$ cat src/rtl/id_imm_stage.sv
// RV32I immediate/format decode stage behind a two-entry skid buffer (main + skid).
// Optional: define IMM_ILLEGAL_CHK_EN to add the registered out_illegal flag.
module id_imm_stage #(
    parameter int XLEN = 32
) (
    input  logic            clk,
    input  logic            rst_n,
    input  logic            in_valid,
    output logic            in_ready,
    input  logic [XLEN-1:0] in_instr,
    input  logic [XLEN-1:0] in_pc,
    input  logic            flush,
    output logic            out_valid,
    input  logic            out_ready,
    output logic [XLEN-1:0] out_instr,
    output logic [XLEN-1:0] out_pc,
    output logic [XLEN-1:0] out_imm,
`ifdef IMM_ILLEGAL_CHK_EN
    output logic            out_illegal,
`endif
    output logic [2:0]      out_fmt
);

    localparam logic [2:0] FMT_R   = 3'd0;
    localparam logic [2:0] FMT_I   = 3'd1;
    localparam logic [2:0] FMT_S   = 3'd2;
    localparam logic [2:0] FMT_B   = 3'd3;
    localparam logic [2:0] FMT_U   = 3'd4;
    localparam logic [2:0] FMT_J   = 3'd5;
    localparam logic [2:0] FMT_UNK = 3'd7;

    logic [6:0]      w_opcode;
    logic [2:0]      w_dec_fmt;
    logic [XLEN-1:0] w_dec_imm;
    logic            w_in_fire;
    logic            w_out_fire;
    logic            w_main_load;

    logic            r_main_valid;
    logic [XLEN-1:0] r_main_instr;
    logic [XLEN-1:0] r_main_pc;
    logic [XLEN-1:0] r_main_imm;
    logic [2:0]      r_main_fmt;

    logic            r_skid_valid;
    logic [XLEN-1:0] r_skid_instr;
    logic [XLEN-1:0] r_skid_pc;
    logic [XLEN-1:0] r_skid_imm;
    logic [2:0]      r_skid_fmt;

    assign w_opcode = in_instr[6:0];

    // Decode on the input side so the registered immediate drives out_imm directly.
    always_comb begin
        w_dec_fmt = FMT_UNK;
        w_dec_imm = '0;
        case (w_opcode)
            7'b0110011: begin
                w_dec_fmt = FMT_R;
            end
            7'b0010011, 7'b0000011, 7'b1100111, 7'b1110011: begin
                w_dec_fmt = FMT_I;
                w_dec_imm = {{20{in_instr[31]}}, in_instr[31:20]};
            end
            7'b0100011: begin
                w_dec_fmt = FMT_S;
                w_dec_imm = {{20{in_instr[31]}}, in_instr[31:25], in_instr[11:7]};
            end
            7'b1100011: begin
                w_dec_fmt = FMT_B;
                w_dec_imm = {{19{in_instr[31]}}, in_instr[31], in_instr[7],
                             in_instr[30:25], in_instr[11:8], 1'b0};
            end
            7'b0110111, 7'b0010111: begin
                w_dec_fmt = FMT_U;
                w_dec_imm = {in_instr[31:12], 12'b0};
            end
            7'b1101111: begin
                w_dec_fmt = FMT_J;
                w_dec_imm = {{11{in_instr[31]}}, in_instr[31], in_instr[19:12],
                             in_instr[20], in_instr[30:21], 1'b0};
            end
            default: begin
                w_dec_fmt = FMT_UNK;
                w_dec_imm = '0;
            end
        endcase
    end

    // in_ready depends only on skid occupancy, never on out_ready.
    assign in_ready    = ~r_skid_valid;
    assign w_in_fire   = in_valid & ~r_skid_valid;
    assign w_out_fire  = r_main_valid & out_ready;
    assign w_main_load = ~r_main_valid | w_out_fire;

    always_ff @(posedge clk or negedge rst_n) begin
        if (!rst_n) begin
            r_main_valid <= 1'b0;
            r_main_instr <= '0;
            r_main_pc    <= '0;
            r_main_imm   <= '0;
            r_main_fmt   <= '0;
            r_skid_valid <= 1'b0;
            r_skid_instr <= '0;
            r_skid_pc    <= '0;
            r_skid_imm   <= '0;
            r_skid_fmt   <= '0;
        end else if (flush) begin
            r_main_valid <= 1'b0;
            r_skid_valid <= 1'b0;
        end else if (w_main_load) begin
            // A full skid implies in_ready=0, so nothing new arrives while it moves up.
            if (r_skid_valid) begin
                r_main_valid <= 1'b1;
                r_main_instr <= r_skid_instr;
                r_main_pc    <= r_skid_pc;
                r_main_imm   <= r_skid_imm;
                r_main_fmt   <= r_skid_fmt;
                r_skid_valid <= 1'b0;
            end else begin
                r_main_valid <= w_in_fire;
                if (w_in_fire) begin
                    r_main_instr <= in_instr;
                    r_main_pc    <= in_pc;
                    r_main_imm   <= w_dec_imm;
                    r_main_fmt   <= w_dec_fmt;
                end
            end
        end else if (w_in_fire) begin
            r_skid_valid <= 1'b1;
            r_skid_instr <= in_instr;
            r_skid_pc    <= in_pc;
            r_skid_imm   <= w_dec_imm;
            r_skid_fmt   <= w_dec_fmt;
        end
    end

`ifdef IMM_ILLEGAL_CHK_EN
    logic r_main_ill;
    logic r_skid_ill;

    // Illegal flag travels with its entry, mirroring the data path above.
    always_ff @(posedge clk or negedge rst_n) begin
        if (!rst_n) begin
            r_main_ill <= 1'b0;
            r_skid_ill <= 1'b0;
        end else if (!flush) begin
            if (w_main_load) begin
                if (r_skid_valid) begin
                    r_main_ill <= r_skid_ill;
                end else if (w_in_fire) begin
                    r_main_ill <= (w_dec_fmt == FMT_UNK);
                end
            end else if (w_in_fire) begin
                r_skid_ill <= (w_dec_fmt == FMT_UNK);
            end
        end
    end

    assign out_illegal = r_main_ill;
`endif

    assign out_valid = r_main_valid;
    assign out_instr = r_main_instr;
    assign out_pc    = r_main_pc;
    assign out_imm   = r_main_imm;
    assign out_fmt   = r_main_fmt;

endmodule
$ cat config.mk
export PLATFORM = sky130hd
export DESIGN_NAME = id_imm_stage
export DESIGN_NICKNAME = d
export VERILOG_FILES = /design/src/rtl/id_imm_stage.sv
export SDC_FILE = /design/constraint.sdc
export NUM_CORES = 1
export LEC_CHECK = 0
export ABC_AREA = 1
export BUFFER_PORTS_ARGS = -buffer_cell sky130_fd_sc_hd__buf_2
export CAP_MARGIN = 40
export CORE_MARGIN = 2
export CORE_UTILIZATION = 56
export DETAILED_ROUTE_END_ITERATION = 7
export HOLD_SLACK_MARGIN = 0.15
export PLACE_DENSITY_LB_ADDON = 0.12
export SYNTH_ARGS = -nofsm -noshare
export SYNTH_HDL_FRONTEND = slang
export SYNTH_SLANG_ARGS = --single-unit
$ cat constraint.sdc
create_clock -name clk -period 1.8 [get_ports clk]
set_input_delay 0.09 -clock clk [delete_from_list [all_inputs] [get_ports clk]]
set_output_delay 0.09 -clock clk [all_outputs]
set_load 0.005 [all_outputs]
# Word level (Yosys, flattened, before mapping)
# Index checks and enable logic that the tools add are counted.
# totals
reg_bits	200
inputBits	69
elab_cells	50
# op_classes
eq_ne	10
mux	16
bitwise	7
reduce_logical	7
# op_table
cell	count
$mux 32	6
$pmux 32 s5	1
$eq 7x7->1 const B	4
$eq 7x6->1 const B	3
$pmux 3 s6	1
$eq 7x5->1 const B	2
$eq 7x2->1 const B	1
$mux 1	6
$mux 3	2
$reduce_and 3->1	2
$not 1->1	4
$reduce_bool 2->1	2
$reduce_or 4->1	1
$reduce_bool 3->1	1
$and 1x1->1	2
$reduce_or 2->1	1
$or 1x1->1	1

# Depth between registers and ports, before layout
# Gate-level depths: netlist of run 1.
# logic_depth
ltp_word	5
ltp_mapped	11
ltp_nobuf	11

# Worst setup path before layout of run 1
# OpenSTA, ideal clock, no wires.
# synth_path
path_kind	reg2reg
from	reg r_main_valid (netlist: out_valid)
to	reg r_skid_instr[21]
setup_ps	130
arrival_ps	1300
setup_slack_ps	369
stages_incl_launch_ff	11
path_buffers	2
period_less_slack_ps	1431
path_cell_list	dfrtp_1 -> inv_1 -> nor2_1 -> inv_1 -> or2_1 -> nor2_4 -> inv_2 -> buf_6 -> buf_6 -> nand2_1 -> o21ai_1
# synth_via
elab_chain_cells	4
# synth_lines
element	line_no	source
start: declaration	39	logic r_main_valid;
start signal: assignment	121	r_main_valid <= w_in_fire;
$and 1x1->1 / $not 1->1 (equally long branches)	93, 94	
$or 1x1->1 *	94	assign w_main_load = ~r_main_valid | w_out_fire;
$not 1->1 (no source line) *	--	
$reduce_and 3->1 (no source line) *	--	
end signal: assignment	131	r_skid_instr <= in_instr;
end: declaration	46	logic [XLEN-1:0] r_skid_instr;
# Every way passes the cells marked *; elsewhere a longest branch is shown, timed or not.
# A chain may end at the register's enable or synchronous reset.

# Worst setup path after layout of run 1
# layout_path
from	reg r_skid_valid
to	out in_ready
# layout_via
elab_chain_cells	1
# layout_lines
element	line_no	source
start: declaration	45	logic r_skid_valid;
start signal: assignment	103	r_skid_valid <= 1'b0;
start signal: assignment	110	r_skid_valid <= 1'b0;
start signal: assignment	119	r_skid_valid <= 1'b0;
$not 1->1	91	assign in_ready = ~r_skid_valid;
end: declaration	9	output logic in_ready,
# No other way between the ends.

==> results_dict.tcl, run 1 <==
set metrics [dict create \
    status "complete, no violations" \
    grt_pass1_wl_mm 35.9 \
    syn2layout_area_growth_pct 27.4 \
    drtPass1Iterations 7 \
    slew_headroom_pct 67.6 \
    path_class "reg -> out" \
    drtIter0Drc 780 \
    async_flop_share_pct 100 \
    yosys_warnings 0 \
    critPathSlowestCell "dfrtp_1" \
    port_buffers 169 \
    die_y_um 130 \
    dp_slack_ns 0.147 \
    fp.dieArea_um2 17000 \
    overflow 0 \
    avgRoutedWirePerCell_um 14.9 \
    end_kind "output port" \
    syn_area_um2 8960 \
    maxSlewViolCount 0 \
    drive_gt1_share_pct 19.9 \
    h-tree-depth 4 \
    core_um2 15800 \
    synth-seq-area-share_pct 55.9 \
    skew_ns 0.00668 \
    fin_crit_sh_pct 94.0 \
    cp_slowest_stage_delay_ns 0.43 \
    cp_cell_sequence "inv_4 -> buf_16 -> buf_2" \
    yosys-top-cells-count "nand2_1 (344), dfrtp_1 (200), o21ai_0 (151)" \
    worstMarginPinSlew_ns 0.485 \
    synth-seq-cells 200 \
    drt.antenna.violating_nets 0 \
    cp.required_ns 1.71 \
    num_rows 46 \
    antenna_found_initial 0 \
    drcViolationCount 0 \
    cts_made_buffers 17 \
    fin_hold_ws_ns 0.184 \
    wirelength_mm 22.8 \
    synth_top_cell_area_share_pct 55.9 \
    setup_violations 0 \
    root_buffer "clkbuf_16" \
    avgViaCountPerCell 5.19 \
    period_minus_slack_ns 1.69 \
    hold_viol 0 \
    synth_nets 1154 \
    maxCapViolCount 0 \
    p_per_area_nw_per_um2 1050 \
    synth_cell_type_count 27 \
    track_usage_pct 27.2 \
    die_w_um 130 \
    grt_pass1_vias 7051 \
    fmax_ghz 0.591 \
    fin_nets 1367 \
    gp_congestion 0.866 \
    crit_fanout 135 \
    yosysTopAreaCell "dfrtp_1" \
    antennaDiodeCount 0 \
    ioPinCount 170 \
    finalSetupTns_ns 0 \
    hpwl_mm 14.2 \
    cts_tree "done" \
    clk_pin_slew_ns 0.07 \
    ir_worst_vdd_v 0.000610 \
    synth_edf_count 0 \
    vias 7927 \
    ctsLongestPathBuffers 2 \
    worstSkewPairLatency_ns 0.43 \
    cts_sinks 200 \
    rsz0062_at_grt "false" \
    start_util_pct 56.8 \
    holdCritPathClass "in -> reg" \
    synth_ff_type "dfrtp_1" \
    postLayoutSetupSlackWorst_ns 0.107 \
    worstPathArrival_ns 1.60 \
    grt_max_degree 136 \
    yosysMostFrequentCell "nand2_1" \
    syn_area_per_cell_um2 8.26 \
    cp-start-kind "flip-flop" \
    netlist_instances 1085 \
    synthTopCellsByArea "dfrtp_1 (56%), nand2_1 (14%), o21ai_0 (8.4%), inv_1 (3.2%), o21ai_1 (3.1%)" \
    p_leak_nw 6.17 \
]
-- power breakdown --
group	internal, W	total, W	leakage (nW)	switching (W)
Combinational	0.000896	0.00194	3.31	0.00105
Clock	0.00258	0.00426	0.320	0.00168
Sequential	0.00534	0.00578	2.53	0.000436
Total	0.00882	0.0120	6.17	0.00316
-- metrics by stage --
stage,area (µm²),util [%],instances,total power (W)
floorplan,8960,-,1085,0.00678
global placement,10000,63.6,1425,0.00755
detailed placement,10000,63.6,1425,0.00763
CTS,11400,72.2,1525,0.0120
global route,11400,72.4,1527,0.0126
finish,11400,72.4,1527,0.0120
-- path summary, 6_finish.rpt --
path	from	end	slack (ns)	cells after the start
worst max-delay path	r_skid_valid	in_ready	0.11	3
worst min-delay path	out_ready	out_valid	0.18	5
worst max register to register	out_valid	r_skid_pc[8]	0.18	9
worst min register to register	out_instr[11]	out_instr[11]	0.48	2
max in group asynchronous	rst_n	out_instr[18]	1.01	3
min in group asynchronous	rst_n	out_pc[17]	0.19	2
-- area by class of cell --
| cell class | count | area [µm²] |
|---|---|---|
| Fill cell | 1230 | 4360 |
| Tap cell | 216 | 270 |
| Clock inverter | 11 | 193 |
| Clock buffer | 21 | 470 |
| Sequential cell | 200 | 5000 |
| Inverter | 81 | 309 |
| Timing Repair Buffer | 259 | 1840 |
| Multi-Input combinational cell | 739 | 3330 |
-- state kept, by name, indices dropped and copies added, names as in the netlist --
name / count
out_pc: 32
out_fmt: 3
r_skid_imm: 32
r_skid_pc: 32
r_skid_instr: 32
out_imm: 32
out_valid: 1
r_skid_fmt: 3
r_skid_valid: 1
out_instr: 32
-- logic make-up after synthesis --
family | after synthesis | synth area share (%)
AND/OR/NAND/NOR | 492 | 22.6
AO/OA/AOI/OAI | 247 | 14.4
flip-flops | 200 | 55.9
buffers and inverters | 146 | 7.15
-- worst max-delay path, delay by kind of cell (launching register included) --
kind / cells / cell delay, ns
flops: 1 / 0.43
buf+inv: 3 / 0.67
-- placed cells by master (no fill, tap or decap), drive strengths merged --
cell type	instances
nand2	358
o21ai	206
dfrtp	200
buf	190
inv	82
nor2	78
dlygate4sd3	68
nand3	42
clkbuf	22
a31oi	16
or2	13
a21oi	10
a21boi	8
o22ai	6
bufinv	5
clkinv	3
clkinvlp	2
o211ai	1
nor3	1
-- layer usage --
metal	up-vias	global-route usage (%)	part of all wire (%)	routed length (µm)
met4	0	7.01	1.2	284
met1	3728	40.5	47	10700
li1	3902	-	-	-
met5	-	0	0	0
met2	270	41.3	45	10300
met3	27	5.86	6.3	1440
-- repair_timing --
item,in CTS,in global routing
buffers inserted,0,2
endpoints found under the hold margin,380,0
resized for setup,0,3
setup endpoints to repair,0,18
hold buffers,68,0
No activity file was read; power rests on OpenSTA's default activity.
==> inputs of run 2 (changes only) <==
--- a/config.mk
+++ b/config.mk
@@ -5,14 +5,14 @@
 export SDC_FILE = /design/constraint.sdc
 export NUM_CORES = 1
 export LEC_CHECK = 0
-export ABC_AREA = 1
 export BUFFER_PORTS_ARGS = -buffer_cell sky130_fd_sc_hd__buf_2
 export CAP_MARGIN = 40
 export CORE_MARGIN = 2
-export CORE_UTILIZATION = 56
+export CORE_UTILIZATION = 55
 export DETAILED_ROUTE_END_ITERATION = 7
 export HOLD_SLACK_MARGIN = 0.15
 export PLACE_DENSITY_LB_ADDON = 0.12
+export SLEW_MARGIN = 20
 export SYNTH_ARGS = -nofsm -noshare
 export SYNTH_HDL_FRONTEND = slang
 export SYNTH_SLANG_ARGS = --single-unit
==> results_dict.tcl, run 2 <==
set metrics [dict create \
    finalSetupTns_ns 0 \
    synth_ff_type "dfrtp_1" \
    ioPinCount 170 \
    swShare_pct 25.4 \
    synthMuxAreaShare_pct 7.75 \
    async_flop_share_pct 100 \
    yosysMostFrequentCell "nand2_1" \
    ctsLongestPathBuffers 2 \
    syn_area_per_cell_um2 9.61 \
    layout_commonest_cell "nand2_1" \
    synth-seq-cells 200 \
    comb_power_share_pct 15.2 \
    synth_top_family_by_area "simple AND/OR/NAND/NOR gates" \
    slew_headroom_pct 52.7 \
    path_class "reg -> reg" \
    cp_cell_sequence "nor2b_4 -> or3_2 -> a221o_1" \
    pwr-share-clk_pct 36.2 \
    synth-seq-area-share_pct 57.8 \
    cts_made_buffers 17 \
    fin_crit_sh_pct 96.8 \
    num_rows 45 \
    p_int_w 0.00871 \
    maxSlewViolCount 0 \
    p_leak_nw 5.47 \
    vias 7367 \
    seq_power_share_pct 48.6 \
    postLayoutSetupSlackWorst_ns 0.0571 \
    hp-start "out_ready" \
    setup_violations 0 \
    cts_tree "done" \
    fin_area_um2 11300 \
    synth_edf_count 0 \
    synth_adder_area_share_pct 0 \
    placedCellCount 1257 \
    drive_gt1_share_pct 22.0 \
    synth_compound_area_share_pct 12.7 \
    antennaDiodeCount 0 \
    skew_ns 0.00534 \
    hpwl_mm 14.4 \
    fin_hold_ws_ns 0.207 \
    cp.required_ns 2.11 \
    p_switching_w 0.00296 \
    ir_worst_vdd_v 0.000934 \
    drt.antenna.violating_nets 0 \
    worstMarginPinSlew_ns 0.709 \
    hold_viol 0 \
    synthTopCellsByArea "dfrtp_1 (58%), nand2_1 (12%), mux2i_1 (7.6%), o21ai_0 (4.9%), a21oi_1 (2.7%)" \
    worstSkewPairLatency_ns 0.43 \
    synth_nets 971 \
    fmax_ghz 0.574 \
    rsz0062_at_grt "false" \
    fin_nets 1204 \
    die_y_um 130 \
    dp_slack_ns 0.0767 \
    clk_pin_slew_ns 0.07 \
    crit_path_end "out_imm[8]" \
    port_buffers 169 \
    core_um2 15300 \
    crit_fanout 14 \
    cpLargestDelayFamily "simple AND/OR/NAND/NOR gates" \
    gp_congestion 0.931 \
    netlist_instances 902 \
    critical_path_depth 3 \
    grt_pass1_wl_mm 36.4 \
    grt_max_degree 59 \
    drcViolationCount 0 \
    nFillCells 1121 \
    wirelength_mm 22.6 \
    syn2layout_area_growth_pct 30.3 \
    final_cells 1357 \
    place_area_um2 9910 \
    period_minus_slack_ns 1.74 \
    cts_sinks 200 \
    avgRoutedWirePerCell_um 16.7 \
    overflow 0 \
    yosys.area_share.simple_pct 18.7 \
    holdCritPathClass "in -> reg" \
    drtPass1Iterations 5 \
    cp-start-kind "flip-flop" \
    grt_pass1_vias 7161 \
    r2r-start "out_valid" \
    r2r_cells 3 \
    synth-xor-area-share_pct 0 \
    drtIter0Drc 577 \
    cp_num_buf_inv 0 \
    worstPathArrival_ns 2.05 \
    rrSetupSlack_ns 0.06 \
    cp_slowest_stage_delay_ns 0.66 \
    antenna_found_initial 0 \
    timing.rr.end "out_imm[8]" \
    fp.dieArea_um2 16800 \
    start_util_pct 56.6 \
    synth_cell_type_count 47 \
    yosys-top-cells-count "nand2_1 (285), dfrtp_1 (200), o21ai_0 (85)" \
    synth_top_cell_area_share_pct 57.8 \
    yosys_warnings 0 \
    post_cts_buffers 0 \
    track_usage_pct 28.0 \
    h-tree-depth 4 \
    syn_area_um2 8660 \
    maxCapViolCount 0 \
    end_kind "flip-flop" \
    critPathSlowestCell "or3_2" \
    root_buffer "clkbuf_16" \
    startpoint "out_valid" \
    yosysTopAreaCell "dfrtp_1" \
    p_per_area_nw_per_um2 1030 \
    avgViaCountPerCell 5.43 \
    layout_common_cells "nand2_1 (284), dfrtp_1 (199), buf_2 (167)" \
    status "complete, no violations" \
    die_w_um 130 \
]
run 2: changes by cell type after synthesis, moves of 13 or more:
cell     change
inv_1       -74
mux2i_1     +66
o21ai_0     -66
nand2_1     -59
nand3_1     -39
nor2_1      -37
o21ai_1     -37
a21oi_1     +36
and3_1      +19
or3_1       +13
run 2: logic make-up (layout without fill, tap and decap cells):
logic type | after synthesis | after routing
and+or+nand+nor | 380 | 381
DFF | 200 | 200
AOI/OAI and AO/OA | 191 | 191
muxes | 67 | 67
buffers and inverters | 64 | 307
run 2: power groups by stage:
stage	Sequential, W	Clock (W)	Combinational [W]
detailed placement	0.00574	0	0.00165
global placement	0.00571	0	0.00160
finish	0.00567	0.00423	0.00178
floorplan	0.00570	0	0.000832
CTS	0.00566	0.00428	0.00178
global route	0.00576	0.00445	0.00204
run 2: tightest hold or removal path: cells and delay by family:
| kind | cells | cell delay, ns |
|---|---|---|
| compound gates | 1 | 0.12 |
| buf+inv | 1 | 0.13 |
| simple gates | 1 | 0.25 |
run 2: through the flow:
stage / power, W / utilization [%]
after global placement: 0.00730 / 64.7
final: 0.0117 / 73.7
after floorplan: 0.00653 / -
after global routing: 0.0123 / 73.7
after CTS: 0.0117 / 73.5
after detailed placement: 0.00738 / 64.7
run 2: cell type report:
cell class,instances,area (µm²),share of cell area (%)
tap,211,264,2.34
clock inverter,9,198,1.75
sequential,200,5010,44.4
clock buffer,21,450,3.99
multi-input combinational,639,3430,30.4
timing repair buffer,272,1910,17.0
inverter,5,18.8,0.166
run 2: how the worst min path moves through the flow:
stage / to / slack, ns / cells past startpoint
after global routing: out_valid / 0.19 / 3
after CTS: out_valid / 0.18 / 3
after detailed placement: r_skid_imm[26] / 0.04 / 1
after floorplan: out_fmt[0] / -0.21 / 0
final: out_valid / 0.21 / 3
after global placement: out_imm[26] / 0.04 / 1
run 2: what timing repair did:
| item | 4_1_cts | 5_1_grt |
|---|---|---|
| hold buffers | 69 | 0 |
| endpoints found under the hold margin | 388 | 0 |
| endpoints found under the setup margin | 0 | 10 |
| gates resized for setup | 0 | 5 |
run 2: per-layer routing:
metal / vias to the layer above / share of wire [%] / global-route usage (%) / routed length (µm)
li1: 3524 / - / - / -
met1: 3572 / 44 / 38.8 / 10000
met2: 228 / 47 / 44.1 / 10700
met3: 43 / 5.8 / 6.40 / 1310
met4: 0 / 2.4 / 9.80 / 553
met5: - / 0 / 0 / 0
